==> src/rtl/redmule_pkg.sv <==
`default_nettype none
// ============================================================================
// Module      : redmule_pkg
// Description : Shared types and array geometry for the RedMulE datapath and
//               its job-configuration front end.
// Revision    : 1.0 - initial release
// ============================================================================
package redmule_pkg;

    localparam int unsigned ARRAY_WIDTH  = 4;
    localparam int unsigned ARRAY_HEIGHT = 4;
    localparam int unsigned PIPE_REGS    = 1;

    // Round-to-nearest-even encoding of the FPU rounding-mode field
    localparam logic [2:0] RNE = 3'b000;

    typedef enum logic [2:0] {
        MATMUL = 3'd0,
        GEMM   = 3'd1,
        ADDMAX = 3'd2,
        ADDMIN = 3'd3,
        MULMAX = 3'd4,
        MULMIN = 3'd5,
        MAXMIN = 3'd6,
        MINMAX = 3'd7
    } gemm_op_e;

    typedef enum logic [1:0] {
        Float8     = 2'd0,
        Float16    = 2'd1,
        Float8Alt  = 2'd2,
        Float16Alt = 2'd3
    } gemm_fmt_e;

    typedef enum logic [1:0] {
        FPU_FMADD  = 2'd0,
        FPU_ADD    = 2'd1,
        FPU_MUL    = 2'd2,
        FPU_MINMAX = 2'd3
    } fpu_op_e;

    typedef enum logic [1:0] {
        FP8     = 2'd0,
        FP16    = 2'd1,
        FP8ALT  = 2'd2,
        FP16ALT = 2'd3
    } fpu_fmt_e;

    typedef struct packed {
        logic [31:0] x_addr;
        logic [31:0] w_addr;
        logic [31:0] z_addr;
        logic [15:0] m_size;
        logic [15:0] n_size;
        logic [15:0] k_size;
        logic [15:0] x_rows_iter;
        logic [7:0]  x_rows_lftovr;
        logic [15:0] x_cols_iter;
        logic [7:0]  x_cols_lftovr;
        logic [15:0] w_rows_iter;
        logic [7:0]  w_rows_lftovr;
        logic [15:0] w_cols_iter;
        logic [7:0]  w_cols_lftovr;
        logic [31:0] x_d1_stride;
        logic [31:0] w_d0_stride;
        logic [31:0] yz_d0_stride;
        logic [31:0] x_rows_offs;
        logic [31:0] yz_d2_stride;
        logic [15:0] tot_stores;
        logic [31:0] yz_tot_len;
        logic [31:0] x_tot_len;
        logic [31:0] w_tot_len;
        logic [31:0] tot_x_read;
        logic [31:0] x_buffer_slots;
        gemm_op_e    gemm_ops;
        gemm_fmt_e   gemm_input_fmt;
        gemm_fmt_e   gemm_output_fmt;
        fpu_op_e     stage_1_op;
        fpu_op_e     stage_2_op;
        logic [2:0]  stage_1_rnd;
        logic [2:0]  stage_2_rnd;
        fpu_fmt_e    input_format;
        fpu_fmt_e    computing_format;
        logic        gemm_selection;
    } redmule_config_t;

endpackage
`default_nettype wire

==> src/rtl/redmule_seq_mul.sv <==
`default_nettype none
// ============================================================================
// Module      : redmule_seq_mul
// Description : 16x16 -> 32 sequential shift-add multiplier. One partial
//               product per cycle; the first one is taken straight from the
//               operand inputs in the start cycle, so the result is presented
//               (product_o valid while done_o is high) in the 16th cycle.
// Ports       : clk_i, rst_i     clock / sync active-high reset
//               start_i          begin a multiply with a_i, b_i (when idle)
//               a_i, b_i         16-bit operands
//               busy_o           multiply in progress
//               done_o           product_o holds the final product this cycle
//               product_o        32-bit product
// Revision    : 1.0 - initial release
// ============================================================================
module redmule_seq_mul (
    input  logic        clk_i,
    input  logic        rst_i,
    input  logic        start_i,
    input  logic [15:0] a_i,
    input  logic [15:0] b_i,
    output logic        busy_o,
    output logic        done_o,
    output logic [31:0] product_o
);

    logic        r_busy;
    logic [3:0]  r_cnt;
    logic [31:0] r_acc;
    logic [31:0] r_mcand;
    logic [15:0] r_mplier;

    logic [31:0] w_acc;
    logic [31:0] w_mcand;
    logic [15:0] w_mplier;
    logic [31:0] w_sum;

    // In the start cycle the step operates on the raw inputs
    always_comb begin
        w_acc    = start_i ? 32'd0 : r_acc;
        w_mcand  = start_i ? {16'd0, a_i} : r_mcand;
        w_mplier = start_i ? b_i : r_mplier;
        w_sum    = w_acc + (w_mplier[0] ? w_mcand : 32'd0);
    end

    assign busy_o    = r_busy;
    assign done_o    = r_busy && (r_cnt == 4'd15);
    assign product_o = w_sum;

    always_ff @(posedge clk_i) begin
        if (rst_i) begin
            r_busy   <= 1'b0;
            r_cnt    <= 4'd0;
            r_acc    <= 32'd0;
            r_mcand  <= 32'd0;
            r_mplier <= 16'd0;
        end else if (start_i || r_busy) begin
            r_acc    <= w_sum;
            r_mcand  <= w_mcand << 1;
            r_mplier <= w_mplier >> 1;
            r_cnt    <= start_i ? 4'd1 : r_cnt + 4'd1;
            r_busy   <= start_i ? 1'b1 : (r_cnt != 4'd15);
        end
    end

endmodule
`default_nettype wire

==> src/rtl/redmule_cfg_builder.sv <==
`default_nettype none
// ============================================================================
// Module      : redmule_cfg_builder
// Description : Turns a raw GEMM job (addresses, M/N/K sizes, op, formats)
//               into the full RedMulE configuration. Divisions are power-of-
//               two shifts/masks done in one cycle; the three products share
//               one 16-cycle sequential multiplier. Zero-sized jobs are
//               rejected immediately with err_o and an all-zero config.
// Ports       : clk_i, rst_i                  clock / sync active-high reset
//               start_valid_i / start_ready_o job handshake (ready in IDLE)
//               x/w/z_addr_i, m/n/k_size_i    job operands
//               gemm_op_i, in_fmt_i, out_fmt_i operation and formats
//               cfg_o, cfg_valid_o/cfg_ready_i derived config + handshake
//               err_o                         job rejected (with cfg_valid_o)
//               busy_o                        FSM not idle
// Revision    : 1.0 - initial release
// ============================================================================
module redmule_cfg_builder
    import redmule_pkg::*;
#(
    parameter int unsigned ARRAY_WIDTH  = redmule_pkg::ARRAY_WIDTH,
    parameter int unsigned ARRAY_HEIGHT = redmule_pkg::ARRAY_HEIGHT,
    parameter int unsigned TILE         = (redmule_pkg::PIPE_REGS + 1) * ARRAY_HEIGHT
) (
    input  logic            clk_i,
    input  logic            rst_i,
    input  logic            start_valid_i,
    output logic            start_ready_o,
    input  logic [31:0]     x_addr_i,
    input  logic [31:0]     w_addr_i,
    input  logic [31:0]     z_addr_i,
    input  logic [15:0]     m_size_i,
    input  logic [15:0]     n_size_i,
    input  logic [15:0]     k_size_i,
    input  gemm_op_e        gemm_op_i,
    input  gemm_fmt_e       in_fmt_i,
    input  gemm_fmt_e       out_fmt_i,
    output redmule_config_t cfg_o,
    output logic            cfg_valid_o,
    input  logic            cfg_ready_i,
    output logic            err_o,
    output logic            busy_o
);

    localparam logic [2:0] c_IDLE = 3'd0;
    localparam logic [2:0] c_DIV  = 3'd1;
    localparam logic [2:0] c_MUL0 = 3'd2;
    localparam logic [2:0] c_MUL1 = 3'd3;
    localparam logic [2:0] c_MUL2 = 3'd4;
    localparam logic [2:0] c_DONE = 3'd5;

    localparam logic [4:0]  c_aw_sh   = 5'($clog2(ARRAY_WIDTH));
    localparam logic [4:0]  c_ah_sh   = 5'($clog2(ARRAY_HEIGHT));
    localparam logic [4:0]  c_tile_sh = 5'($clog2(TILE));
    localparam logic [15:0] c_aw_msk  = 16'(ARRAY_WIDTH - 1);
    localparam logic [15:0] c_ah_msk  = 16'(ARRAY_HEIGHT - 1);
    localparam logic [15:0] c_tile_msk = 16'(TILE - 1);

    logic [2:0]      r_state;
    logic [31:0]     r_x_addr, r_w_addr, r_z_addr;
    logic [15:0]     r_m, r_n, r_k;
    gemm_op_e        r_op;
    gemm_fmt_e       r_in_fmt, r_out_fmt;
    logic [15:0]     r_p0_lo;
    logic            r_err;
    redmule_config_t r_cfg;

    redmule_config_t w_div_cfg;
    logic [15:0]     w_m_rem, w_n_tile_rem, w_n_ah_rem, w_k_tile_rem;
    logic [4:0]      w_ein_sh, w_eout_sh;
    logic [15:0]     w_mul_a, w_mul_b;
    logic            w_in_mul, w_mul_start, w_mul_busy, w_mul_done;
    logic [31:0]     w_mul_p;

    // log2 of the element size in bytes
    function automatic logic [4:0] elem_shift(input gemm_fmt_e fmt);
        return (fmt == Float16 || fmt == Float16Alt) ? 5'd1 : 5'd0;
    endfunction

    function automatic fpu_fmt_e to_fpu_fmt(input gemm_fmt_e fmt);
        case (fmt)
            Float16:    return FP16;
            Float8Alt:  return FP8ALT;
            Float16Alt: return FP16ALT;
            default:    return FP8;
        endcase
    endfunction

    // ---------------- single-cycle divide/stride stage ----------------
    always_comb begin
        w_m_rem      = r_m & c_aw_msk;
        w_n_tile_rem = r_n & c_tile_msk;
        w_n_ah_rem   = r_n & c_ah_msk;
        w_k_tile_rem = r_k & c_tile_msk;
        w_ein_sh     = elem_shift(r_in_fmt);
        w_eout_sh    = elem_shift(r_out_fmt);

        w_div_cfg        = '0;
        w_div_cfg.x_addr = r_x_addr;
        w_div_cfg.w_addr = r_w_addr;
        w_div_cfg.z_addr = r_z_addr;
        w_div_cfg.m_size = r_m;
        w_div_cfg.n_size = r_n;
        w_div_cfg.k_size = r_k;

        // ceil(a / 2^s) = (a >> s) + (any remainder bit set)
        w_div_cfg.x_rows_iter   = (r_m >> c_aw_sh)   + {15'd0, |w_m_rem};
        w_div_cfg.x_rows_lftovr = w_m_rem[7:0];
        w_div_cfg.x_cols_iter   = (r_n >> c_tile_sh) + {15'd0, |w_n_tile_rem};
        w_div_cfg.x_cols_lftovr = w_n_tile_rem[7:0];
        w_div_cfg.w_rows_iter   = (r_n >> c_ah_sh)   + {15'd0, |w_n_ah_rem};
        w_div_cfg.w_rows_lftovr = w_n_ah_rem[7:0];
        w_div_cfg.w_cols_iter   = (r_k >> c_tile_sh) + {15'd0, |w_k_tile_rem};
        w_div_cfg.w_cols_lftovr = w_k_tile_rem[7:0];

        w_div_cfg.x_d1_stride  = {16'd0, r_n} << w_ein_sh;
        w_div_cfg.w_d0_stride  = {16'd0, r_k} << w_ein_sh;
        w_div_cfg.yz_d0_stride = {16'd0, r_k} << w_eout_sh;
        w_div_cfg.x_rows_offs  = {16'd0, r_n} << (w_ein_sh + c_aw_sh);
        w_div_cfg.yz_d2_stride = {16'd0, r_k} << (w_eout_sh + c_aw_sh);

        w_div_cfg.x_buffer_slots = {16'd0, w_div_cfg.x_cols_iter};

        w_div_cfg.gemm_ops        = r_op;
        w_div_cfg.gemm_input_fmt  = r_in_fmt;
        w_div_cfg.gemm_output_fmt = r_out_fmt;
        case (r_op)
            MATMUL, GEMM: begin
                w_div_cfg.stage_1_op = FPU_FMADD;
                w_div_cfg.stage_2_op = FPU_FMADD;
            end
            ADDMAX, ADDMIN: begin
                w_div_cfg.stage_1_op = FPU_ADD;
                w_div_cfg.stage_2_op = FPU_MINMAX;
            end
            MULMAX, MULMIN: begin
                w_div_cfg.stage_1_op = FPU_MUL;
                w_div_cfg.stage_2_op = FPU_MINMAX;
            end
            default: begin
                w_div_cfg.stage_1_op = FPU_MINMAX;
                w_div_cfg.stage_2_op = FPU_MINMAX;
            end
        endcase
        w_div_cfg.stage_1_rnd      = RNE;
        w_div_cfg.stage_2_rnd      = RNE;
        w_div_cfg.input_format     = to_fpu_fmt(r_in_fmt);
        w_div_cfg.computing_format = to_fpu_fmt(r_in_fmt);
        w_div_cfg.gemm_selection   = (r_op == GEMM);
    end

    // ---------------- shared multiplier operand select ----------------
    always_comb begin
        w_mul_a = 16'd0;
        w_mul_b = 16'd0;
        case (r_state)
            c_MUL0: begin
                w_mul_a = r_cfg.x_rows_iter;
                w_mul_b = r_cfg.w_cols_iter;
            end
            c_MUL1: begin
                w_mul_a = r_p0_lo;
                w_mul_b = r_cfg.x_cols_iter;
            end
            c_MUL2: begin
                w_mul_a = r_p0_lo;
                w_mul_b = r_n;
            end
            default: ;
        endcase
    end

    assign w_in_mul    = (r_state == c_MUL0) || (r_state == c_MUL1) || (r_state == c_MUL2);
    // Each MUL state kicks the multiplier in its first cycle, while it is idle
    assign w_mul_start = w_in_mul && !w_mul_busy;

    redmule_seq_mul u_mul (
        .clk_i     (clk_i),
        .rst_i     (rst_i),
        .start_i   (w_mul_start),
        .a_i       (w_mul_a),
        .b_i       (w_mul_b),
        .busy_o    (w_mul_busy),
        .done_o    (w_mul_done),
        .product_o (w_mul_p)
    );

    // ---------------- control FSM ----------------
    always_ff @(posedge clk_i) begin
        if (rst_i) begin
            r_state   <= c_IDLE;
            r_x_addr  <= 32'd0;
            r_w_addr  <= 32'd0;
            r_z_addr  <= 32'd0;
            r_m       <= 16'd0;
            r_n       <= 16'd0;
            r_k       <= 16'd0;
            r_op      <= MATMUL;
            r_in_fmt  <= Float8;
            r_out_fmt <= Float8;
            r_p0_lo   <= 16'd0;
            r_err     <= 1'b0;
            r_cfg     <= '0;
        end else begin
            case (r_state)
                c_IDLE: begin
                    if (start_valid_i) begin
                        r_x_addr  <= x_addr_i;
                        r_w_addr  <= w_addr_i;
                        r_z_addr  <= z_addr_i;
                        r_m       <= m_size_i;
                        r_n       <= n_size_i;
                        r_k       <= k_size_i;
                        r_op      <= gemm_op_i;
                        r_in_fmt  <= in_fmt_i;
                        r_out_fmt <= out_fmt_i;
                        if (m_size_i == 16'd0 || n_size_i == 16'd0 || k_size_i == 16'd0) begin
                            r_err   <= 1'b1;
                            r_state <= c_DONE;
                        end else begin
                            r_state <= c_DIV;
                        end
                    end
                end
                c_DIV: begin
                    r_cfg   <= w_div_cfg;
                    r_state <= c_MUL0;
                end
                c_MUL0: begin
                    if (w_mul_done) begin
                        r_p0_lo          <= w_mul_p[15:0];
                        r_cfg.tot_stores <= w_mul_p[15:0];
                        r_cfg.yz_tot_len <= w_mul_p << c_aw_sh;
                        r_state          <= c_MUL1;
                    end
                end
                c_MUL1: begin
                    if (w_mul_done) begin
                        r_cfg.x_tot_len  <= w_mul_p;
                        r_cfg.tot_x_read <= w_mul_p;
                        r_state          <= c_MUL2;
                    end
                end
                c_MUL2: begin
                    if (w_mul_done) begin
                        r_cfg.w_tot_len <= w_mul_p;
                        r_state         <= c_DONE;
                    end
                end
                c_DONE: begin
                    if (cfg_ready_i) begin
                        r_err   <= 1'b0;
                        r_cfg   <= '0;
                        r_state <= c_IDLE;
                    end
                end
                default: r_state <= c_IDLE;
            endcase
        end
    end

    assign start_ready_o = (r_state == c_IDLE);
    assign cfg_valid_o   = (r_state == c_DONE);
    assign busy_o        = (r_state != c_IDLE);
    assign err_o         = r_err;
    assign cfg_o         = r_cfg;

endmodule
`default_nettype wire
==> config.mk <==
export PLATFORM = sky130hd
export DESIGN_NAME = redmule_cfg_builder
export DESIGN_NICKNAME = d
export VERILOG_FILES = /design/src/rtl/redmule_pkg.sv /design/src/rtl/redmule_seq_mul.sv /design/src/rtl/redmule_cfg_builder.sv
export SDC_FILE = /design/constraint.sdc
export NUM_CORES = 1
export LEC_CHECK = 0
export CORE_AREA = 3 3 295 297
export DETAILED_ROUTE_END_ITERATION = 10
export DIE_AREA = 0 0 298 300
export GPL_TIMING_DRIVEN = 0
export SETUP_SLACK_MARGIN = 0.02
export SYNTH_ARGS = -nofsm -noshare
export SYNTH_HDL_FRONTEND = slang
export SYNTH_HIERARCHICAL = 1
export SYNTH_SLANG_ARGS = --single-unit
export TNS_END_PERCENT = 1
==> constraint.sdc <==
create_clock -name clk_i -period 4.5 [get_ports clk_i]
set_input_delay 0.9 -clock clk_i [delete_from_list [all_inputs] [get_ports clk_i]]
set_output_delay 0.9 -clock clk_i [all_outputs]
set_load 0.005 [all_outputs]
==> impl_metrics.env, run 1 <==
export IMPL_run_status="finished clean"
export IMPL_syn_inst=3275
export IMPL_layout_drive_gt1_share=0.148
export IMPL_start_kind="flip-flop"
export IMPL_switchingPower_uw=3910
export IMPL_finalNonFillerCells=5335
export IMPL_fp_coreArea_um2=84900
export IMPL_fin_util=0.459
export IMPL_relSlewSlack=0.158
export IMPL_postSynthAreaPerCell_um2=8.46
export IMPL_drt_wl_total_mm=116
export IMPL_synth_edf_count=0
export IMPL_grt_max_degree=13
export IMPL_yosysUniqueCellTypes=82
export IMPL_multi_input_area_um2=13200
export IMPL_cts_sink_count=614
export IMPL_powerDensity_nw_per_um2=348
export IMPL_grt_pass1_vias=25000
export IMPL_fin_nets=4335
export IMPL_root_buffer="clkbuf_16"
export IMPL_grt_ovfl_total=0
export IMPL_pwr_share_comb=0.158
export IMPL_worstHoldPathType="reg -> reg"
export IMPL_antenna_found_initial=22
export IMPL_worstHoldEndpoint="u_mul/r_acc[19]"
export IMPL_rsz0062_at_grt="false"
export IMPL_ys_seq_elements=614
export IMPL_seq_area_um2=12300
export IMPL_r2r_start="r_state[0]"
export IMPL_clk_pin_slew_ns=0.06
export IMPL_start_util=0.326
export IMPL_async_reset_ff_frac=0
export IMPL_cp_max_fo=10
export IMPL_numPlacedInstances=5174
export IMPL_max_stage_delay_ns=0.53
export IMPL_dp_hpwl_mm=88.8
export IMPL_fill_cells=8495
export IMPL_r2r_end="cfg_o[114]"
export IMPL_fmax_mhz=229
export IMPL_drt_pre_antenna_iters=6
export IMPL_rows=107
export IMPL_vias_per_cell=4.95
export IMPL_pwr_share_seq=0.428
export IMPL_grt_pass1_wl_mm=166
export IMPL_post_drt_wl_per_cell_um=21.7
export IMPL_io_pins=757
export IMPL_finalSetupViolCount=0
export IMPL_hold_slack_ns=0.446
export IMPL_clockBufferDepth=3
export IMPL_swShare=0.289
export IMPL_hold_path_cell_count=2
export IMPL_io_buffers=627
export IMPL_p_int_uw=9630
export IMPL_setup_ws_ns=0.140
export IMPL_cp_required_ns=4.96
export IMPL_fp_dieH_um=300
export IMPL_seq_area_frac_synth=0.444
export IMPL_cpMaxStageDelayCell="a2111o_1"
export IMPL_vias=26400
export IMPL_synth_flop_cell="dfxtp_1"
export IMPL_grt_usage=0.246
export IMPL_r2r_slack_ns=0.14
export IMPL_reg2reg_depth=21
export IMPL_post_place_ws_ns=-1.73
export IMPL_tritoncts="yes"
export IMPL_cts_buffers=70
export IMPL_cts_max_level=3
export IMPL_clk_latency_ns=0.63
export IMPL_total_power_uw=13500
export IMPL_tightest_slew_ns=1.26
export IMPL_die_x_um=298
export IMPL_syn_area_um2=27700
export IMPL_drtIter0Drc=1592
export IMPL_die_area_um2=89400
export IMPL_worstSetupStartpoint="r_state[0]"
export IMPL_slew_viol_final=0
export IMPL_worstPathArrival_ns=4.82
export IMPL_hold_viol=0
export IMPL_cp_cell_sequence="buf_6 -> buf_12 -> nor2_4 -> nand2_4 -> a21oi_4 -> buf_8 -> clkbuf_16 -> buf_12 -> mux2i_1 -> nor2_2 -> fa_2 -> a21o_1 -> a21oi_4 -> o21ai_4 -> a2111o_1 -> a31oi_4 -> a211oi_2 -> xor2_1 -> buf_4 -> a22oi_1 -> nor2_1"
export IMPL_drc=0
export IMPL_gp_congestion=0.918
export IMPL_power_leakage_uw=0.0149
export IMPL_max_vdd_ir_drop_uv=246
export IMPL_end_kind="flip-flop"
export IMPL_fin_crit_sh=0.969
export IMPL_pwr_share_clk=0.414
export IMPL_hold_start="u_mul/r_acc[19]"
export IMPL_fin_crit_ns=4.36
export IMPL_hold_buffers=0
export IMPL_cap_violations=0
export IMPL_critPathKind="reg -> reg"
export IMPL_area_growth_synth_to_final_pct=40.6
export IMPL_ys_warn_count=6
export IMPL_drtAntennaViolNets=0
export IMPL_skew_ns=0.0341
==> worst max path at each step <==
stage / endpoint / slack, ns / cells past startpoint
floorplan: cfg_o[147] / -0.07 / 21
global placement: cfg_o[181] / -1.72 / 21
detailed placement: cfg_o[181] / -1.73 / 21
CTS: cfg_o[172] / -0.03 / 20
global route: cfg_o[114] / 0.02 / 21
finish: cfg_o[114] / 0.14 / 21
==> Yosys cell counts (12+ instances only) <==
cell type | number | share of area
clkbuf_1 | 134 | 0.018
ha_1 | 41 | 0.019
nand3_1 | 46 | 0.0083
buf_2 | 102 | 0.018
buf_1 | 19 | 0.0026
o21ai_1 | 26 | 0.0047
dfxtp_1 | 614 | 0.44
o21a_1 | 12 | 0.0033
xnor2_1 | 46 | 0.015
nor2b_1 | 41 | 0.0093
nand2_1 | 443 | 0.060
a22o_1 | 51 | 0.016
buf_4 | 244 | 0.066
a21o_1 | 20 | 0.0054
nor3_1 | 20 | 0.0036
a21oi_1 | 300 | 0.054
mux2_2 | 39 | 0.016
nor2_1 | 391 | 0.053
nor4_1 | 19 | 0.0043
inv_1 | 18 | 0.0024
o21ai_0 | 83 | 0.015
xor2_1 | 26 | 0.0082
and2_1 | 25 | 0.0056
mux2i_1 | 74 | 0.027
a22oi_1 | 245 | 0.066
nand4_1 | 67 | 0.015
==> repair_timing <==
item                                    in CTS  in global routing
resized for setup                           78                 48
setup buffers                               13                 23
pin swaps                                   17                 24
endpoints found under the setup margin     132                 63
cloned                                       0                  0
==> cells in the final DEF, fill, tap and decap left out, types with 6 or more instances in the layout <==
cell / count
clkdlybuf4s50_1: 627
dfxtp_1: 613
nand2_1: 441
nor2_1: 384
a21oi_1: 296
buf_4: 280
a22oi_1: 245
clkbuf_1: 145
conb_1: 129
buf_2: 96
o21ai_0: 78
clkbuf_16: 72
mux2i_1: 70
nand4_1: 67
a22o_1: 51
nand3_1: 46
xnor2_1: 42
nor2b_1: 39
mux2_2: 39
ha_1: 36
o21ai_1: 28
and2_1: 25
xor2_1: 23
a21o_1: 20
inv_1: 18
nor4_1: 18
buf_1: 17
nor3_1: 17
o21a_1: 12
and3_1: 10
clkbuf_8: 10
diode_2: 9
buf_6: 7
a211oi_1: 7
clkinv_2: 7
or2_2: 6
nand2b_1: 6
nor3b_1: 6
==> critical path, delay by kind of cell (launching register included) <==
| kind | cells | cell delay, ns |
|---|---|---|
| flip-flops | 1 | 0.31 |
| XOR/XNOR | 1 | 0.15 |
| adder cells (fa/ha/maj) | 1 | 0.40 |
| AND/OR/NAND/NOR | 4 | 0.40 |
| buffers and inverters | 6 | 0.90 |
| multiplexers | 1 | 0.21 |
| AO/OA/AOI/OAI | 8 | 1.82 |
==> power by group through the flow <==
stage / clock network [µW] / registers [µW] / logic, µW
2_1_floorplan: 0 / 5850 / 1140
3_3_place_gp: 0 / 5900 / 2060
3_5_place_dp: 0 / 5900 / 2060
4_1_cts: 5700 / 5790 / 2110
5_1_grt: 5920 / 5810 / 2310
6_report: 5600 / 5790 / 2150
==> routing by layer <==
metal / part of all wire / global-route usage / up-vias
met5: 0.0013 / 0 / -
li1: - / - / 12700
met2: 0.49 / 0.427 / 895
met1: 0.41 / 0.303 / 12600
met3: 0.073 / 0.0580 / 181
met4: 0.025 / 0.0700 / 22
==> cell type report <==
| type | count | area share |
|---|---|---|
| Tap cell | 1144 | 0.0368 |
| Buffer | 507 | 0.0807 |
| Multi-Input combinational cell | 2263 | 0.340 |
| Timing Repair Buffer | 663 | 0.168 |
| Clock inverter | 18 | 0.00659 |
| Clock buffer | 98 | 0.0500 |
| Inverter | 19 | 0.00183 |
| Antenna cell | 9 | 0.000578 |
| Sequential cell | 614 | 0.316 |
==> state kept, by name (all words and copies together) (netlist names), 2 cells and up <==
| signal | cells |
|---|---|
| cfg_o | 360 |
| r_in_fmt | 2 |
| r_k | 16 |
| r_m | 16 |
| r_n | 16 |
| r_op | 3 |
| r_out_fmt | 2 |
| r_p0_lo | 16 |
| r_state | 3 |
| r_w_addr | 32 |
| r_x_addr | 32 |
| r_z_addr | 32 |
| u_mul/r_acc | 32 |
| u_mul/r_cnt | 4 |
| u_mul/r_mcand | 31 |
| u_mul/r_mplier | 15 |
==> metrics by stage <==
step / TNS (ns) / area, µm²
3_3_place_gp: -135.81 / 35900
4_1_cts: -0.0295 / 38500
2_1_floorplan: -0.169 / 28200
5_1_grt: 0 / 38900
3_5_place_dp: -135.45 / 35900
6_report: 0 / 38900
==> logic make-up after synthesis <==
| group | Yosys count | share of synthesized area |
|---|---|---|
| other cells | 1 | 0.000135 |
| simple gates | 1109 | 0.176 |
| mux | 113 | 0.0426 |
| fa+ha+maj | 42 | 0.0192 |
| buf+inv | 526 | 0.111 |
| xor+xnor | 73 | 0.0234 |
| flops | 614 | 0.444 |
| compound gates | 797 | 0.184 |
(Power assumes the default switching activity.)
==> run 2: changes to the inputs <==
CORE_AREA = 10 10 286 288   (was 3 3 295 297)
DIE_AREA = 0 0 296 298   (was 0 0 298 300)
PLACE_DENSITY = 0.66   (was default)
SKIP_LAST_GASP = 1   (was default)
clock period = 3.5 ns   (was 4.5 ns; I/O delays follow)
==> run 2 against run 1 <==
Net effect: the flow now finishes with violations (setup timing); clock-buffer cell count unchanged; die area down 1.3%; sequential power up 29%; non-clock buffer count up 1; design area down 0.32%; combinational power up 28%; power up 28%; maximum frequency up 1.8%; clock skew down 0.0041 ns; critical endpoint is now cfg_o[181]; flip-flop and latch count unchanged; worst hold slack better by 0.0022 ns; first-iteration DRC count up 22%.
==> impl_metrics.env, run 2 (synthesis gave the netlist of run 1 again) <==
export IMPL_seq_area_um2=12300
export IMPL_fin_crit_sh=1.22
export IMPL_cts_buffers=70
export IMPL_rows=101
export IMPL_worstHoldPathType="reg -> reg"
export IMPL_cp_cell_sequence="buf_6 -> nand2b_2 -> nor2_4 -> clkbuf_8 -> nand2_1 -> o21ai_4 -> a21oi_4 -> buf_4 -> nor2_2 -> ha_1 -> a211oi_1 -> nor2_1 -> o31ai_2 -> a2111o_1 -> a31oi_4 -> a31oi_1 -> xnor2_2 -> buf_4 -> nand4_1 -> a21oi_1"
export IMPL_worstHoldEndpoint="u_mul/r_acc[13]"
export IMPL_io_pins=757
export IMPL_clk_latency_ns=0.63
export IMPL_r2r_slack_ns=-0.78
export IMPL_fp_coreArea_um2=75700
export IMPL_antenna_found_initial=22
export IMPL_finalSetupViolCount=127
export IMPL_critPathKind="reg -> reg"
export IMPL_dp_hpwl_mm=92.1
export IMPL_skew_ns=0.0300
export IMPL_power_leakage_uw=0.0149
export IMPL_cp_max_fo=10
export IMPL_r2r_end="cfg_o[181]"
export IMPL_path_delay_family="compound AO/OA/AOI/OAI gates"
export IMPL_root_buffer="clkbuf_16"
export IMPL_r2r_start="r_state[1]"
export IMPL_hold_buffers=0
export IMPL_die_x_um=296
export IMPL_grt_usage=0.257
export IMPL_crit_top_cell="buf_4"
export IMPL_violations="setup timing"
export IMPL_fin_crit_ns=4.28
export IMPL_drt_pre_antenna_iters=5
export IMPL_cpMaxStageDelayCell="a211oi_1"
export IMPL_dpl_cell_area_um2=35900
export IMPL_fp_dieH_um=298
export IMPL_grt_max_degree=15
export IMPL_cp_num_buf_inv=4
export IMPL_fmax_mhz=234
export IMPL_grt_ovfl_total=0
export IMPL_layout_commonest_cell="clkdlybuf4s50_1"
export IMPL_run_status="finished with violations"
export IMPL_cp_required_ns=4.03
export IMPL_vias=26500
export IMPL_io_buffers=627
export IMPL_powerDensity_nw_per_um2=448
export IMPL_end_kind="flip-flop"
export IMPL_grt_pass1_wl_mm=171
export IMPL_multi_input_area_um2=13200
export IMPL_clk_pin_slew_ns=0.06
export IMPL_total_power_uw=17400
export IMPL_rsz0062_at_grt="true"
export IMPL_grt_pass1_vias=25600
export IMPL_drt_wl_total_mm=119
export IMPL_fill_cells=7262
export IMPL_cap_violations=0
export IMPL_fin_nets=4336
export IMPL_relSlewSlack=0.251
export IMPL_vias_per_cell=5.12
export IMPL_die_area_um2=88200
export IMPL_drtIter0Drc=1938
export IMPL_hold_path_cell_count=2
export IMPL_worstPathArrival_ns=4.81
export IMPL_start_util=0.366
export IMPL_mostFrequentLayoutCells="clkdlybuf4s50_1, dfxtp_1, nand2_1"
export IMPL_cts_max_level=3
export IMPL_hold_viol=0
export IMPL_hold_start="u_mul/r_acc[13]"
export IMPL_layout_drive_gt1_share=0.153
export IMPL_drc=0
export IMPL_drtAntennaViolNets=0
export IMPL_area_growth_synth_to_final_pct=40.1
export IMPL_post_drt_wl_per_cell_um=22.9
export IMPL_tightest_slew_ns=1.12
export IMPL_clockBufferDepth=3
export IMPL_cts_sink_count=614
export IMPL_start_kind="flip-flop"
export IMPL_max_vdd_ir_drop_uv=295
export IMPL_finalInstanceArea_um2=38800
export IMPL_slew_viol_final=0
export IMPL_max_stage_delay_ns=0.39
export IMPL_gp_congestion=0.950
export IMPL_totalNegativeSetupSlack_ns=-58.12
export IMPL_tritoncts="yes"
export IMPL_largest_register_ffs=360
export IMPL_reg2reg_depth=20
export IMPL_setup_ws_ns=-0.783
[run 2: worst register-to-register path: stages, from the launching register on]
cell and delay [ns]:
dfxtp_4 0.38, buf_6 0.15, nand2b_2 0.23, nor2_4 0.15, clkbuf_8 0.18, nand2_1 0.09, o21ai_4 0.13, a21oi_4 0.10
buf_4 0.17, nor2_2 0.19, ha_1 0.28, a211oi_1 0.39, nor2_1 0.17, o31ai_2 0.35, a2111o_1 0.31, a31oi_4 0.12
a31oi_1 0.25, xnor2_2 0.15, buf_4 0.16, nand4_1 0.08, a21oi_1 0.17
[run 2: layer usage]
| metal | track usage | routed length (µm) | up-vias | share of wire |
|---|---|---|---|---|
| met4 | 0.101 | 4230 | 20 | 0.036 |
| li1 | - | - | 12700 | - |
| met5 | 0 | 135 | - | 0.0011 |
| met3 | 0.0903 | 11200 | 220 | 0.094 |
| met2 | 0.443 | 58400 | 1022 | 0.49 |
| met1 | 0.284 | 44700 | 12500 | 0.38 |
[run 2: worst max path at each step]
stage               cells after the start    endpoint        from  slack (ns)
floorplan                              20  cfg_o[138]  r_state[2]       -0.25
global placement                       18  cfg_o[181]  r_state[0]       -1.65
detailed placement                     18  cfg_o[148]  r_state[0]       -1.66
CTS                                    19  cfg_o[179]  r_state[2]       -0.68
global route                           21  cfg_o[181]  r_state[2]       -0.93
finish                                 20  cfg_o[181]  r_state[1]       -0.78
[run 2: layout make-up]
class,instances,area share
repair buffers,665,0.169
well taps,978,0.0315
inverters,19,0.00184
clock buffers,98,0.0515
diodes,11,0.000709
multi-input cells,2263,0.341
clock inverters,22,0.00587
plain buffers,506,0.0814
flip-flops and latches,614,0.317
[run 2: power by group]
| group | switching (µW) | internal [µW] | leakage [µW] | total, µW |
|---|---|---|---|---|
| clock | 3080 | 4090 | 0.00109 | 7160 |
| sequential | 204 | 7240 | 0.00497 | 7450 |
| combinational | 1690 | 1070 | 0.00887 | 2760 |
[run 2: timing repair]
action                     CTS  global route
gates resized for setup     72            12
gates cloned                 0             0
setup endpoints to repair  134           128
hold endpoints to repair     0             0
pin swaps                   32            10
setup buffers               36             4
[run 2: stage by stage]
| stage | hold WS, ns | worst slack [ns] | std cells | utilization |
|---|---|---|---|---|
| 2_1_floorplan | 0.417 | -0.254 | 3403 | - |
| 3_3_place_gp | 0.434 | -1.65 | 5008 | 0.474 |
| 3_5_place_dp | 0.439 | -1.66 | 5008 | 0.474 |
| 4_1_cts | 0.447 | -0.684 | 5162 | 0.511 |
| 5_1_grt | 0.462 | -0.930 | 5173 | 0.513 |
| 6_report | 0.448 | -0.783 | 5176 | 0.513 |
